===== src/rtl/mem_pkg.sv =====
// Shared types and helpers for the FIFO read-side stream controller.
package mem_pkg;

  typedef enum logic [1:0] {
    IDLE  = 2'd0,
    RUN   = 2'd1,
    DRAIN = 2'd2
  } rd_state_t;

  // Ceiling log2, evaluated at elaboration time to size counters.
  function automatic int clog2(input int value);
    int res;
    int v;
    res = 0;
    v   = value - 1;
    while (v > 0) begin
      res = res + 1;
      v   = v >> 1;
    end
    return res;
  endfunction

endpackage


===== src/rtl/stream_skid2.sv =====
// Two-entry FIFO-ordered output buffer; the head entry drives the stream.
module stream_skid2 #(
  parameter int WIDTH = 8
) (
  input  logic             clk,
  input  logic             rstn,
  input  logic             push,
  input  logic [WIDTH-1:0] din,
  input  logic             ready,
  output logic             valid,
  output logic [WIDTH-1:0] dout,
  output logic [1:0]       occ
);

  logic [WIDTH-1:0] head_q, head_d;
  logic [WIDTH-1:0] tail_q, tail_d;
  logic [1:0]       occ_q, occ_d;
  logic             pop_s;

  assign valid = (occ_q != 2'd0);
  assign dout  = head_q;
  assign occ   = occ_q;
  assign pop_s = valid & ready;

  // Next-state of the two entries: pop shifts tail to head, push fills the first free slot.
  always_comb begin
    head_d = head_q;
    tail_d = tail_q;
    occ_d  = occ_q;
    case ({push, pop_s})
      2'b10: begin
        if (occ_q == 2'd0) begin
          head_d = din;
          occ_d  = 2'd1;
        end else if (occ_q == 2'd1) begin
          tail_d = din;
          occ_d  = 2'd2;
        end else begin
          occ_d = occ_q;
        end
      end
      2'b01: begin
        head_d = tail_q;
        occ_d  = occ_q - 2'd1;
      end
      2'b11: begin
        if (occ_q == 2'd1) begin
          head_d = din;
        end else begin
          head_d = tail_q;
          tail_d = din;
        end
      end
      default: begin
        occ_d = occ_q;
      end
    endcase
  end

  // Buffer registers with synchronous active-low clear.
  always_ff @(posedge clk) begin
    if (!rstn) begin
      head_q <= '0;
      tail_q <= '0;
      occ_q  <= 2'd0;
    end else begin
      head_q <= head_d;
      tail_q <= tail_d;
      occ_q  <= occ_d;
    end
  end

endmodule


===== src/rtl/mem_stream_reader.sv =====
// Read-side FIFO controller: issues READ, captures Q a cycle later and
// streams words out with burst framing and a running beat count.
module mem_stream_reader
  import mem_pkg::*;
#(
  parameter int WIDTH     = 8,
  parameter int BURST_LEN = 4,
  parameter int CNT_W     = 16
) (
  input  logic             CLK,
  input  logic             RSTN,
  input  logic             EN,
  input  logic             EMPTY,
  output logic             READ,
  input  logic [WIDTH-1:0] Q,
  output logic             OUT_VALID,
  input  logic             OUT_READY,
  output logic [WIDTH-1:0] OUT_DATA,
  output logic             OUT_LAST,
  output logic [CNT_W-1:0] BEATS,
  output logic             BUSY
);

  localparam int IDX_W = clog2(BURST_LEN) + 1;
  localparam logic [IDX_W-1:0] LAST_IDX = IDX_W'(BURST_LEN - 1);

  rd_state_t        state_q, state_d;
  logic             inflight_q, inflight_d;
  logic [IDX_W-1:0] idx_q, idx_d;
  logic [CNT_W-1:0] beats_q, beats_d;

  logic             busy_s;
  logic             skid_valid_s;
  logic [1:0]       occ_s;
  logic             pop_s;
  logic             credit_s;
  logic             read_s;

  assign busy_s = (state_q != IDLE);

  // The buffer never holds data in IDLE; gating keeps the stream quiet regardless.
  stream_skid2 #(.WIDTH(WIDTH)) u_skid (
    .clk   (CLK),
    .rstn  (RSTN),
    .push  (inflight_q),
    .din   (Q),
    .ready (OUT_READY & busy_s),
    .valid (skid_valid_s),
    .dout  (OUT_DATA),
    .occ   (occ_s)
  );

  // Read credit: a new word may be requested if it will find a free slot when it lands.
  always_comb begin
    pop_s    = skid_valid_s & busy_s & OUT_READY;
    credit_s = (({1'b0, occ_s} + {2'b00, inflight_q}) < (3'd2 + {2'b00, pop_s}));
    read_s   = (state_q == RUN) & EN & ~EMPTY & credit_s;
  end

  // FSM next state; READ stops the same cycle EN falls.
  always_comb begin
    state_d = state_q;
    case (state_q)
      IDLE: begin
        if (EN) state_d = RUN;
        else    state_d = IDLE;
      end
      RUN: begin
        if (!EN) state_d = DRAIN;
        else     state_d = RUN;
      end
      DRAIN: begin
        if (EN)                                    state_d = RUN;
        else if ((occ_s == 2'd0) && !inflight_q)   state_d = IDLE;
        else                                       state_d = DRAIN;
      end
      default: state_d = IDLE;
    endcase
  end

  // Burst index and beat counter advance on every accepted beat.
  always_comb begin
    inflight_d = read_s;
    idx_d      = idx_q;
    beats_d    = beats_q;
    if (pop_s) begin
      beats_d = beats_q + CNT_W'(1);
      if (idx_q == LAST_IDX) idx_d = '0;
      else                   idx_d = idx_q + IDX_W'(1);
    end else begin
      beats_d = beats_q;
      idx_d   = idx_q;
    end
  end

  // Control registers; reset discards any word still in flight.
  always_ff @(posedge CLK) begin
    if (!RSTN) begin
      state_q    <= IDLE;
      inflight_q <= 1'b0;
      idx_q      <= '0;
      beats_q    <= '0;
    end else begin
      state_q    <= state_d;
      inflight_q <= inflight_d;
      idx_q      <= idx_d;
      beats_q    <= beats_d;
    end
  end

  assign READ      = read_s;
  assign OUT_VALID = skid_valid_s & busy_s;
  assign OUT_LAST  = OUT_VALID & (idx_q == LAST_IDX);
  assign BEATS     = beats_q;
  assign BUSY      = busy_s;

endmodule

===== config.mk =====
export PLATFORM = sky130hd
export DESIGN_NAME = mem_stream_reader
export DESIGN_NICKNAME = d
export VERILOG_FILES = /design/src/rtl/mem_pkg.sv /design/src/rtl/stream_skid2.sv /design/src/rtl/mem_stream_reader.sv
export SDC_FILE = /design/constraint.sdc
export NUM_CORES = 1
export LEC_CHECK = 0
export CAP_MARGIN = 20
export CORE_MARGIN = 2
export CORE_UTILIZATION = 50
export CTS_CLUSTER_DIAMETER = 100
export CTS_CLUSTER_SIZE = 20
export DETAILED_ROUTE_END_ITERATION = 8
export HOLD_SLACK_MARGIN = 0.05
export PLACE_DENSITY_LB_ADDON = 0.25
export SYNTH_ARGS = -nofsm -noshare
export SYNTH_HDL_FRONTEND = slang
export SYNTH_SLANG_ARGS = --single-unit
export TNS_END_PERCENT = 5

===== constraint.sdc =====
create_clock -name CLK -period 6.4 [get_ports CLK]
set_clock_uncertainty 0.2 [all_clocks]
set_input_delay 0.64 -clock CLK [delete_from_list [all_inputs] [get_ports CLK]]
set_output_delay 0.64 -clock CLK [all_outputs]
set_load 0.01 [all_outputs]

==> results_dict.tcl <==
set metrics [dict create \
    fmax_mhz 284 \
    die_area_um2 4390 \
    fp.dieW_um 66.3 \
    detail-route-antenna-nets 0 \
    setup_tns_ps 0 \
    synth_nets 227 \
    antenna_found_initial 0 \
    path_max_fanout 12 \
    endpoint_kind "primary output" \
    cpMostUsedCell "clkdlybuf4s50_1" \
    gp_congestion 0.714 \
    cap_violations 0 \
    power.density_nw_per_um2 198 \
    cts_root_buf "clkbuf_8" \
    ctsHoldBuffers 0 \
    viasPerCell 5.47 \
    yosysSeqAreaShare_pct 41.3 \
    drive_gt1_share_pct 6.12 \
    p_total_mw 0.487 \
    period_needed_ps 3520 \
    start_kind "input pin" \
    critPathBufInv 2 \
    num_rows 22 \
    path_delay_family "buffers and inverters" \
    met3_usage_pct 5.45 \
    hold_class "flip-flop to flip-flop" \
    critPathRequiredTime_ps 5560 \
    criticalPathCategory "input pin to primary output" \
    syn_area_per_cell_um2 9.50 \
    cp_slowest_cell "clkdlybuf4s50_1" \
    fin_crit_sh_pct 55.0 \
    cts.repair.resized 0 \
    port-buffer-count 40 \
    cts.sinks 40 \
    critPathMaxStageDelay_ps 900 \
    fp.coreArea_um2 3690 \
    grt.met1_usage_pct 23.7 \
    io_pins 41 \
    rsz0062_at_grt "false" \
    post_cts_buffers 0 \
    tightestPinTransition_ps 971 \
    synthCells 204 \
    whs_ps 257 \
    fin_nets 267 \
    grt-busiest-layer "met2" \
    synth_warnings 0 \
    slew-limit-headroom_pct 35.2 \
    cts_made_buffers 5 \
    grt_max_degree 33 \
    slew_violations 0 \
    setup_viol_count_final 0 \
    worst_ir_drop_vdd_mv 0.128 \
    cp_cell_sequence "clkdlybuf4s50_1 -> nand2_2 -> o21ai_0 -> and3_1 -> clkdlybuf4s50_1" \
    initialDrtViolationCount 87 \
    n_antenna_cell 0 \
    p_leak_nw 0.957 \
    final_hold_viol_count 0 \
    drt-wirelength-per-cell_um 13.2 \
    synth_cell_types 39 \
    place_hpwl_mm 2.67 \
    grt_overflow 0 \
    grt_pass1_wl_mm 6.54 \
    first_pass_iters 4 \
    cts_buffer_depth 2 \
    die_y_um 66.3 \
    initial_core_util_pct 52.5 \
    cts_tree "built" \
    status "finished, final reports clean" \
    ys_ff_latch 40 \
    drc 0 \
    grt_pass1_vias 1512 \
    clk_pin_slew_ps 80 \
    area_growth_pct 26.9 \
    setup_ws_ps 2880 \
    final_util_pct 66.7 \
    vias 1602 \
    clock_latency_ps 290 \
    syn_area_um2 1940 \
    gr-usage-met2_pct 32.9 \
    grt_use_total_pct 19.3 \
    place_ws_ps 2900 \
    totalWireLength_mm 3.86 \
    cts_htree_levels 2 \
    arrival_ps 2680 \
]
==> per-layer routing <==
layer,vias to the layer above,routed length [um]
li1,821,-
met1,737,1880
met2,40,1760
met3,4,181
met4,0,40
met5,-,0
==> registers in the layout, summed over array words and instances, names as in the netlist <==
signal / flops
u_skid.tail_q: 8
idx_q: 3
BEATS: 16
inflight_q: 1
u_skid.dout: 8
state_q: 2
u_skid.occ: 2
==> synth_stat cells, drive strengths merged <==
cell    count  area (um^2)
nor3b       1         7.51
and3        6         37.5
and3b       1         8.76
xnor2       3         26.3
a221oi      9         78.8
and4        3         26.3
and2        3         18.8
xor2        3         26.3
nand2b      1         6.26
clkbuf      3         11.3
a211o       1         8.76
a22oi       1         21.3
or3         9         56.3
nand3       8         52.6
nand3b      1         7.51
nor2       14         52.6
dfxtp      40          801
buf         4         40.0
mux2i      10          100
inv        17         63.8
nand2      10         40.0
ha         10          125
o21ba       1         16.3
o21a        1         7.51
o21ai      11         55.1
a211oi      9         67.6
a311oi      1         8.76
a21boi      3         22.5
a22o        1         8.76
or2         1         6.26
nand4       4         55.1
a21oi      13         65.1
nor4b       1         8.76
==> worst reg2reg max path: cells and delay by family (launching register included) <==
kind	cells	cell delay, ps
adder cells (fa/ha/maj)	2	490
AND/OR/NAND/NOR	3	480
AO/OA/AOI/OAI	1	440
flip-flops	1	390
multiplexers	1	260
buffers and inverters	1	110
==> cell type report <==
type | instances | area [um^2]
Tap cell | 48 | 60.1
Sequential cell | 40 | 801
Clock buffer | 5 | 68.8
Inverter | 17 | 63.8
Timing Repair Buffer | 40 | 400
Multi-Input combinational cell | 140 | 1020
Fill cell | 297 | 1230
Clock inverter | 3 | 42.5
==> cell usage in the layout (no fill, tap or decap), types with 2 or more instances in the layout <==
cell type	n
a21boi_0	2
mux2i_1	10
nand4_4	2
clkbuf_8	5
clkdlybuf4s50_1	40
nand3_1	7
xor2_1	3
a211oi_1	9
a21oi_1	13
nand4_1	2
and3_1	6
o21ai_0	11
xnor2_1	3
dfxtp_1	40
or3_1	9
and2_1	3
and4_1	3
ha_1	10
a221oi_1	9
inv_1	17
nand2_1	9
nor2_1	14
==> through the flow <==
step	cell area, um^2	cells
floorplan	1940	204
global placement	2350	285
detailed placement	2350	285
CTS	2460	293
global route	2460	293
finish	2460	293
==> final timing paths <==
path	startpoint	end	slack, ps	cells past startpoint
setup / recovery	OUT_READY	READ	2880	5
hold / removal	u_skid.dout[4]$_SDFFE_PN0P_	u_skid.dout[4]$_SDFFE_PN0P_	260	2
setup reg to reg	u_skid.occ[0]$_SDFFE_PN0P_	u_skid.tail_q[4]$_SDFFE_PN0P_	3900	8
hold reg to reg	u_skid.dout[4]$_SDFFE_PN0P_	u_skid.dout[4]$_SDFFE_PN0P_	260	2
==> where the power goes <==
group | internal [mW] | switching (mW) | total (mW)
Combinational | 0.0146 | 0.0137 | 0.0284
Sequential | 0.251 | 0.00207 | 0.253
Clock | 0.115 | 0.0899 | 0.205
==> cells by family (layout without fill, tap and decap cells) <==
logic type               after synthesis  in the layout  share of synthesized area, %
multiplexers                          10             10                          5.16
adder cells (fa/ha/maj)               10             10                          6.46
AO/OA/AOI/OAI                         51             51                          18.6
AND/OR/NAND/NOR                       63             63                          19.8
buffers and inverters                 24             65                          5.94
XOR/XNOR                               6              6                          2.71
flip-flops                            40             40                          41.3
(Power assumes the default switching activity.)
